<file path="config.mk">
export PLATFORM = sky130hd
export DESIGN_NAME = polyveck_make_hint_stream
export DESIGN_NICKNAME = d
export VERILOG_FILES = /design/src/rtl/dilithium_pkg.sv /design/src/rtl/make_hint_coef.sv /design/src/rtl/polyveck_make_hint_stream.sv
export SDC_FILE = /design/constraint.sdc
export NUM_CORES = 1
export LEC_CHECK = 0
export ABC_AREA = 1
export BUFFER_PORTS_ARGS = -buffer_cell sky130_fd_sc_hd__buf_4
export CORE_MARGIN = 1
export CORE_UTILIZATION = 54
export CTS_CLUSTER_SIZE = 24
export DETAILED_ROUTE_END_ITERATION = 8
export GPL_ROUTABILITY_DRIVEN = 0
export MAX_ROUTING_LAYER = met4
export PLACE_DENSITY = 0.8
export SLEW_MARGIN = 20
export SYNTH_ARGS = -nofsm -noshare
export SYNTH_HDL_FRONTEND = slang
export SYNTH_SLANG_ARGS = --single-unit
</file>
<file path="constraint.sdc">
create_clock -name clk -period 1.85 [get_ports clk]
set_input_delay 0.37 -clock clk [delete_from_list [all_inputs] [get_ports clk]]
set_output_delay 0.37 -clock clk [all_outputs]
set_load 0.005 [all_outputs]
</file>
<file path="src/rtl/dilithium_pkg.sv">
// Shared Dilithium constants and the hint-stream FSM state type.
package dilithium_pkg;

    localparam int Q         = 8380417;
    localparam int DIL_N     = 256;

    // Low-order rounding ranges for the three security levels.
    localparam int GAMMA2_88 = (Q - 1) / 88;
    localparam int GAMMA2_32 = (Q - 1) / 32;

    // Maximum legal hint count per security level.
    localparam int OMEGA_L2  = 80;
    localparam int OMEGA_L3  = 55;
    localparam int OMEGA_L5  = 75;

    localparam int K_L3      = 6;

    typedef enum logic [1:0] {
        ST_IDLE,
        ST_RUN,
        ST_FLUSH,
        ST_DONE
    } hint_state_t;

endpackage

</file>
<file path="src/rtl/make_hint_coef.sv">
// Combinational single-coefficient hint: h = 1 when a0 leaves the
// [-GAMMA2, GAMMA2] window, or sits exactly on -GAMMA2 with a nonzero a1.
module make_hint_coef #(
    parameter int COEF_W = 32,
    parameter int GAMMA2 = 261888
) (
    input  logic signed [COEF_W-1:0] a0,
    input  logic signed [COEF_W-1:0] a1,
    output logic                     h
);

    localparam logic signed [COEF_W-1:0] G_POS = COEF_W'(GAMMA2);
    localparam logic signed [COEF_W-1:0] G_NEG = -G_POS;

    function automatic logic hint_rule(input logic signed [COEF_W-1:0] lo,
                                       input logic signed [COEF_W-1:0] hi);
        return (lo > G_POS) || (lo < G_NEG) || ((lo == G_NEG) && (hi != '0));
    endfunction

    assign h = hint_rule(a0, a1);

endmodule

</file>
<file path="src/rtl/polyveck_make_hint_stream.sv">
// Streams K*N coefficient pairs through the hint rule and emits a registered
// hint beat per pair, tagged with index, polynomial and running hint count.
// Reports the pass total and an OMEGA-overflow flag at the end of each pass.
module polyveck_make_hint_stream
    import dilithium_pkg::*;
#(
    parameter int K      = K_L3,
    parameter int N      = DIL_N,
    parameter int COEF_W = 32,
    parameter int GAMMA2 = GAMMA2_32,
    parameter int OMEGA  = OMEGA_L3
) (
    input  logic                     clk,
    input  logic                     rst_n,
    input  logic                     start,
    input  logic                     in_valid,
    output logic                     in_ready,
    input  logic signed [COEF_W-1:0] in_a0,
    input  logic signed [COEF_W-1:0] in_a1,
    output logic                     out_valid,
    input  logic                     out_ready,
    output logic                     out_hint,
    output logic [$clog2(N)-1:0]     out_idx,
    output logic [$clog2(K)-1:0]     out_poly,
    output logic                     out_poly_last,
    output logic [31:0]              out_cum_count,
    output logic                     busy,
    output logic                     done,
    output logic [31:0]              count,
    output logic                     overflow
);

    localparam int IDX_W  = $clog2(N);
    localparam int POLY_W = $clog2(K);

    hint_state_t        state;
    logic [IDX_W-1:0]   coef_cnt;
    logic [POLY_W-1:0]  poly_cnt;
    logic [31:0]        run_count;
    logic               h;
    logic               accept;
    logic               out_fire;
    logic               coef_last;
    logic               vec_last;
    logic [31:0]        h_ext;

    make_hint_coef #(
        .COEF_W (COEF_W),
        .GAMMA2 (GAMMA2)
    ) u_coef (
        .a0 (in_a0),
        .a1 (in_a1),
        .h  (h)
    );

    // No skid buffer: a new pair is taken only if the output slot frees this cycle.
    assign in_ready  = (state == ST_RUN) && (!out_valid || out_ready);
    assign accept    = in_valid && in_ready;
    assign out_fire  = out_valid && out_ready;
    assign coef_last = (coef_cnt == IDX_W'(N - 1));
    assign vec_last  = coef_last && (poly_cnt == POLY_W'(K - 1));
    assign h_ext     = {31'd0, h};

    // Pass control: counters, running hint total and end-of-pass reporting.
    always_ff @(posedge clk or negedge rst_n) begin
        if (!rst_n) begin
            state     <= ST_IDLE;
            coef_cnt  <= '0;
            poly_cnt  <= '0;
            run_count <= '0;
            count     <= '0;
            overflow  <= 1'b0;
            busy      <= 1'b0;
            done      <= 1'b0;
        end else begin
            done <= 1'b0;
            case (state)
                ST_IDLE: begin
                    if (start) begin
                        coef_cnt  <= '0;
                        poly_cnt  <= '0;
                        run_count <= '0;
                        count     <= '0;
                        overflow  <= 1'b0;
                        busy      <= 1'b1;
                        state     <= ST_RUN;
                    end
                end
                ST_RUN: begin
                    if (accept) begin
                        run_count <= run_count + h_ext;
                        if (coef_last) begin
                            coef_cnt <= '0;
                            poly_cnt <= poly_cnt + POLY_W'(1);
                        end else begin
                            coef_cnt <= coef_cnt + IDX_W'(1);
                        end
                        if (vec_last) begin
                            busy  <= 1'b0;
                            state <= ST_FLUSH;
                        end
                    end
                end
                ST_FLUSH: begin
                    // The final beat is still in the output register; wait for it to leave.
                    if (out_fire) begin
                        count    <= run_count;
                        overflow <= (run_count > 32'(OMEGA));
                        done     <= 1'b1;
                        state    <= ST_DONE;
                    end
                end
                ST_DONE: begin
                    state <= ST_IDLE;
                end
                default: begin
                    state <= ST_IDLE;
                end
            endcase
        end
    end

    // Output beat register: reload on accept, drain on handshake, hold while stalled.
    always_ff @(posedge clk or negedge rst_n) begin
        if (!rst_n) begin
            out_valid     <= 1'b0;
            out_hint      <= 1'b0;
            out_idx       <= '0;
            out_poly      <= '0;
            out_poly_last <= 1'b0;
            out_cum_count <= '0;
        end else if (accept) begin
            out_valid     <= 1'b1;
            out_hint      <= h;
            out_idx       <= coef_cnt;
            out_poly      <= poly_cnt;
            out_poly_last <= coef_last;
            out_cum_count <= run_count + h_ext;
        end else if (out_fire) begin
            out_valid     <= 1'b0;
        end
    end

endmodule

</file>
## Word level (Yosys, flattened, before mapping)

Index checks and enable logic that the tools add are counted.

| operators by class | value |
|---|---|
| order comparisons | 3 |
| eq/ne operators | 11 |
| reductions and logical operators | 19 |
| muxes and demuxes | 29 |
| $add $sub $neg | 3 |

Operator list:

| cell | number |
|---|---|
| $pmux 32 s2 | 2 |
| $mux 32 | 3 |
| $add 32x1->32 | 1 |
| $eq 32x19->1 const B | 1 |
| $gt 32x19->1 const B | 1 |
| $gt 32x6->1 const B | 1 |
| $lt 32x19->1 const B | 1 |
| $reduce_bool 32->1 | 1 |
| $mux 8 | 3 |
| $pmux 8 s2 | 1 |
| $reduce_and 4->1 | 3 |
| $ne 2x2->1 const B | 5 |
| $mux 1 | 9 |
| $mux 3 | 3 |
| $add 8x1->8 const B | 1 |
| $eq 8x8->1 const B | 1 |
| $mux 2 | 4 |
| $pmux 2 s4 | 1 |
| $pmux 3 s2 | 1 |
| $reduce_and 3->1 | 2 |
| $reduce_bool 2->1 | 3 |
| $logic_and 1x1->1 | 5 |
| $eq 2x2->1 const B | 2 |
| $pmux 1 s2 | 2 |
| 6 further kinds | 8 |

| storage, ports and cells | value |
|---|---|
| flip-flop bits (word level) | 126 |
| input bits | 69 |
| output and inout port bits | 82 |
| logic and storage cells | 79 |

## Logic depth before layout (Yosys ltp)

| logic depth | value |
|---|---|
| depth after elaboration | 6 |
| depth in mapped cells | 19 |

## Cells and area by module

Synthesis repeated with hierarchy kept, for this count alone.

| unflattened totals | value |
|---|---|
| cells, all modules | 879 |
| area total of the unflattened synthesis | 6497.5 um^2 |

Modules (own cells, without submodules):

| module | area each (um^2) | cells each | times used |
|---|---|---|---|
| polyveck_make_hint_stream | 6029.5 | 766 | 1 |
| make_hint_coef | 467.9 | 113 | 1 |

## Least setup slack after synthesis

Ideal clock, no wire load.

| timing | value |
|---|---|
| path type | input-to-reg |
| start | input port in_a0[8] |
| end | register run_count[18] |
| cell stages on the path | 17 |
| data arrival time | 2.145 ns |
| slack | -0.416 ns |
| path buffers | 0 |
| cells stage by stage | or2_2 -> nor2_1 -> nand2_1 -> nand3_1 -> nand2_1 -> nand3_1 -> ha_1 -> ha_1 -> nand3_2 -> nor2_4 -> nand2_1 -> nor2_1 -> nand2_1 -> nand2_1 -> nand2_1 -> nand2_1 -> o21ai_1 |

| on the way | value |
|---|---|
| cells in the longest elaborated chain, start to end | 6 |
| elaborated cells on any way between the ends | 9 |

RTL lines:

| element | line | source |
|---|---|---|
| start, declared | polyveck_make_hint_stream.sv:18 | `input logic signed [COEF_W-1:0] in_a0,` |
| $gt 32x19->1, or another cell as far along | make_hint_coef.sv:17 | `return (lo > G_POS) \|\| (lo < G_NEG) \|\| ((lo == G_NEG) && (hi != '0));` |
| $logic_or 1x1->1 / $logic_and 1x1->1 (equally long branches) | make_hint_coef.sv:17 |  |
| $logic_or 1x1->1 (*) | make_hint_coef.sv:17 |  |
| via h | polyveck_make_hint_stream.sv:40 | `logic h;` |
| $add 32x1->32 (*) | polyveck_make_hint_stream.sv:91 | `run_count <= run_count + h_ext;` |
| $mux 32 (*) | polyveck_make_hint_stream.sv:90 | `if (accept) begin` |
| $pmux 32 s2 (*) | polyveck_make_hint_stream.sv:77 | `case (state)` |
| end signal, assigned | polyveck_make_hint_stream.sv:91 |  |
| end, declared | polyveck_make_hint_stream.sv:39 | `logic [31:0] run_count;` |

Mark *: on every way through the listed nets, which the timed path passes. The rest lies on a longest branch. The select of a mux whose other input is x is not followed.
A chain may end at the register's enable or synchronous reset.

## Worst setup path in the final report

| timing | value |
|---|---|
| start | input port in_a0[4] |
| end | register out_cum_count[18] |

| on the way | value |
|---|---|
| cells in the longest elaborated chain, start to end | 4 |
| elaborated cells on any way between the ends | 7 |

RTL lines:

| element | line | source |
|---|---|---|
| $gt 32x19->1, or another cell as far along | make_hint_coef.sv:17 |  |
| $logic_or 1x1->1 / $logic_and 1x1->1 (equally long branches) | make_hint_coef.sv:17 |  |
| $logic_or 1x1->1 (*) | make_hint_coef.sv:17 |  |
| via h | polyveck_make_hint_stream.sv:40 |  |
| $add 32x1->32 (*) | polyveck_make_hint_stream.sv:138 | `out_cum_count <= run_count + h_ext;` |
| end signal, assigned | polyveck_make_hint_stream.sv:138 |  |
| end, declared | polyveck_make_hint_stream.sv:26 | `output logic [31:0] out_cum_count,` |

Mark *: on every way through the listed nets, which the timed path passes. The rest lies on a longest branch.

==> results.py <==
metrics = {
    "logic_synthesis": {
        "synthCells": 834,
        "yosysUniqueCellTypes": 34,
        "yosys-top-cells-area": "dfrtp_1 49%, nand2_1 16%, inv_1 6.2%",
        "syn_nets": 911,
        "yosysWarnings": 0,
        "synth-xor-area-share_pct": 1.90,
        "ys_seq_area_share_pct": 48.8,
        "synth_top_cell_by_area": "dfrtp_1",
        "synthAdderAreaFrac_pct": 1.55,
        "async_reset_ff_share_pct": 100,
        "synthMuxAreaShare_pct": 0,
        "netlist.area_leader.share_pct": 48.8,
        "synth.avg_cell_area_sq_um": 7.74,
        "synth_ff_type": "dfrtp_1",
        "synth-seq-cells": 126,
        "netlist_area_sq_um": 6450,
        "synth_edf_count": 0,
        "synth_compound_area_share_pct": 9.50,
        "synth_top_family_by_area": "simple AND/OR/NAND/NOR gates",
        "synth_simple_gate_area_share_pct": 29.6,
    },
    "detailed_routing": {
        "ant_nets": 0,
        "routedWlPerCell_um": 16.3,
        "num_vias": 6521,
        "drc": 14,
        "via_per_inst": 5.45,
        "routed_wl_um": 19500,
        "firstDrtPassIters": 7,
        "detailedRoute.firstIterationViolations": 531,
    },
    "timing": {
        "rsz0062_at_grt": "yes",
        "slew_headroom_pct": 60.5,
        "hold_violations": 0,
        "worst_slew_pin_slew_ps": 593,
        "period_needed_ps": 2100,
        "max_clock_freq_ghz": 0.475,
        "whs_ps": 241,
        "fin_crit_sh_pct": 114,
        "setup_viol": 44,
        "skew_ps": 10.4,
        "report.final.slew_viol_count": 0,
        "fin_ws_ps": -254,
    },
    "grt": {
        "track_usage_pct": 31.4,
        "antenna_found_initial": 0,
        "gr-total-overflow": 0,
        "grt_pass1_vias": 6274,
        "grt_pass1_wl_um": 29700,
        "grt_max_degree": 64,
    },
    "power": {
        "power.leakage_nw": 4.45,
        "power_density_nw_per_um2": 1000,
        "vdd_drop_max_uv": 1070,
    },
    "worst_setup_path": {
        "start_kind": "primary input",
        "ff2ff_path_depth": 9,
        "crit_fanout": 5,
        "worstPathArrival_ps": 2410,
        "critPathTopFamily": "simple AND/OR/NAND/NOR gates",
        "required_ps": 2150,
        "slowest_delay_ps": 200,
        "path_depth": 20,
        "critPathKind": "in2reg",
        "crit_buf_inv": 2,
        "reg2reg_setup_slack_ps": -90,
        "crit_slowest_cell": "nor2_4",
        "crit_chain": "buf_4 -> nor2_1 -> nand2_1 -> nor2_2 -> nand2_1 -> nor2_1 -> nand2_1 -> nand3_2 -> ha_4 -> ha_4 -> nand3_4 -> nor2_4 -> buf_4 -> nand2_2 -> nor2_2 -> nand2_1 -> nand2_1 -> nand2_1 -> nand2_1 -> nand2_1",
        "cp_common_cell": "nand2_1",
        "crit_path_end_kind": "flip-flop",
    },
    "hold_path": {
        "hold_path_depth": 3,
        "hold_class": "in2reg",
    },
    "layout": {
        "fin_nets": 1118,
        "fill_cells": 763,
        "final_layout_size_suffix_gt1_share_pct": 31.2,
        "area_delta_synth_final_pct": 41.8,
        "insertedDiodeCount": 0,
        "utilization_pct": 79.5,
        "design_area_sq_um": 9150,
    },
    "floorplanning": {
        "coreArea_sq_um": 11500,
        "start_util_pct": 56.1,
        "chipHeight_um": 111,
        "rows": 39,
        "die_x_um": 111,
        "dieArea_sq_um": 12400,
        "ios": 151,
    },
    "status": {
        "status": "finished with violations",
        "violations": "design-rule violations, negative setup slack",
    },
    "clock_tree": {
        "htreeDepth": 4,
        "clock-sinks": 126,
        "cts-buffers-inserted": 17,
        "cts_tree": "yes",
        "clock_path_buffers": 2,
        "clk_pin_slew_ps": 50,
        "root_buffer": "clkbuf_16",
        "clock_latency_ps": 420,
    },
    "placed_design": {
        "portBuffers": 150,
        "place_ws_ps": -591,
        "dpl_cell_area_sq_um": 8090,
        "hpwl_um": 12800,
    },
    "run": {
        "cap_viol_max_count": 0,
    },
}
area by class of cell:
class	count	area, sq um	area share [%]
tap	143	179	1.95
sequential	126	3150	34.4
clock inverter	12	96.3	1.05
timing repair buffer	212	1770	19.4
clock buffer	20	447	4.88
inverter	111	429	4.69
multi-input combinational	573	3080	33.6
final timing paths:
kind	from	endpoint
setup / recovery	in_a0[4]	out_cum_count[18]
hold / removal	start	busy
setup reg to reg	run_count[9]	out_cum_count[20]
hold reg to reg	out_cum_count[22]	out_cum_count[22]
max in group asynchronous	rst_n	count[16]
min in group asynchronous	rst_n	count[5]
cell families after synthesis:
| group | after synthesis |
|---|---|
| xor+xnor | 14 |
| flops | 126 |
| buf+inv | 135 |
| fa+ha+maj | 8 |
| simple gates | 453 |
| compound gates | 98 |
per-layer routing:
metal  vias to the layer above  GRT usage [%]  share of wire, %
li1                       3061              -                 -
met1                      3060           37.9                41
met2                       326           51.4                49
met3                        74           7.40               7.1
met4                         0           12.0               3.8
met5                         -              -                 0
metrics by stage:
step	setup TNS [ps]	total power, mW	instances
floorplan	-4560	4.55	834
global placement	-24210	5.52	1145
detailed placement	-26050	5.58	1145
CTS	-419	8.77	1181
global route	-11640	9.58	1197
finish	-5150	9.20	1197
sequential cells by signal (all words and copies together), names as in the netlist, 2 cells and up:
signal,flops
count,32
out_idx,8
run_count,32
state,2
coef_cnt,8
out_cum_count,32
out_poly,3
poly_cnt,3
synth_stat cells (2+ instances only):
library cell  number
o22ai_2           10
buf_2              7
and2_1             2
o21a_1             2
or2_2              2
buf_6              4
nand2_1          279
ha_1               8
inv_1            107
a21oi_1            6
o21ai_1            6
xor2_1            13
dfrtp_1          126
nor2_1            80
nor3_1            22
nand4_1           16
o21ai_0           48
nor3_2             3
nor2_2             4
nand3_1           38
clkbuf_1          12
inv_2              3
o22ai_1           25
layout by cell type, fill, tap and decap left out, drive strengths merged, types with 2 or more instances in the layout:
cell type,n
a21oi,7
and2,2
buf,209
clkbuf,22
clkinv,9
clkinvlp,3
dfrtp,126
ha,8
inv,110
nand2,280
nand3,40
nand4,16
nor2,86
nor3,25
o21a,2
o21ai,54
o22ai,35
or2,2
xor2,13
power by group:
part	internal (mW)	total, mW	switching, mW
logic	1.30	3.04	1.74
registers	2.95	3.10	0.152
clock network	1.86	3.06	1.20
tightest hold or removal path, stage by stage:
cell,delay (ps)
buf_4,90
nand3_1,80
nand2_1,80
what timing repair did:
item,in CTS,in global routing
setup buffers,3,14
endpoints found under the hold margin,34,0
endpoints found under the setup margin,45,77
gates resized for setup,24,72
hold buffers,1,0
cloned,0,2
pin swaps,19,42
Power figures use the tool's default switching activity.
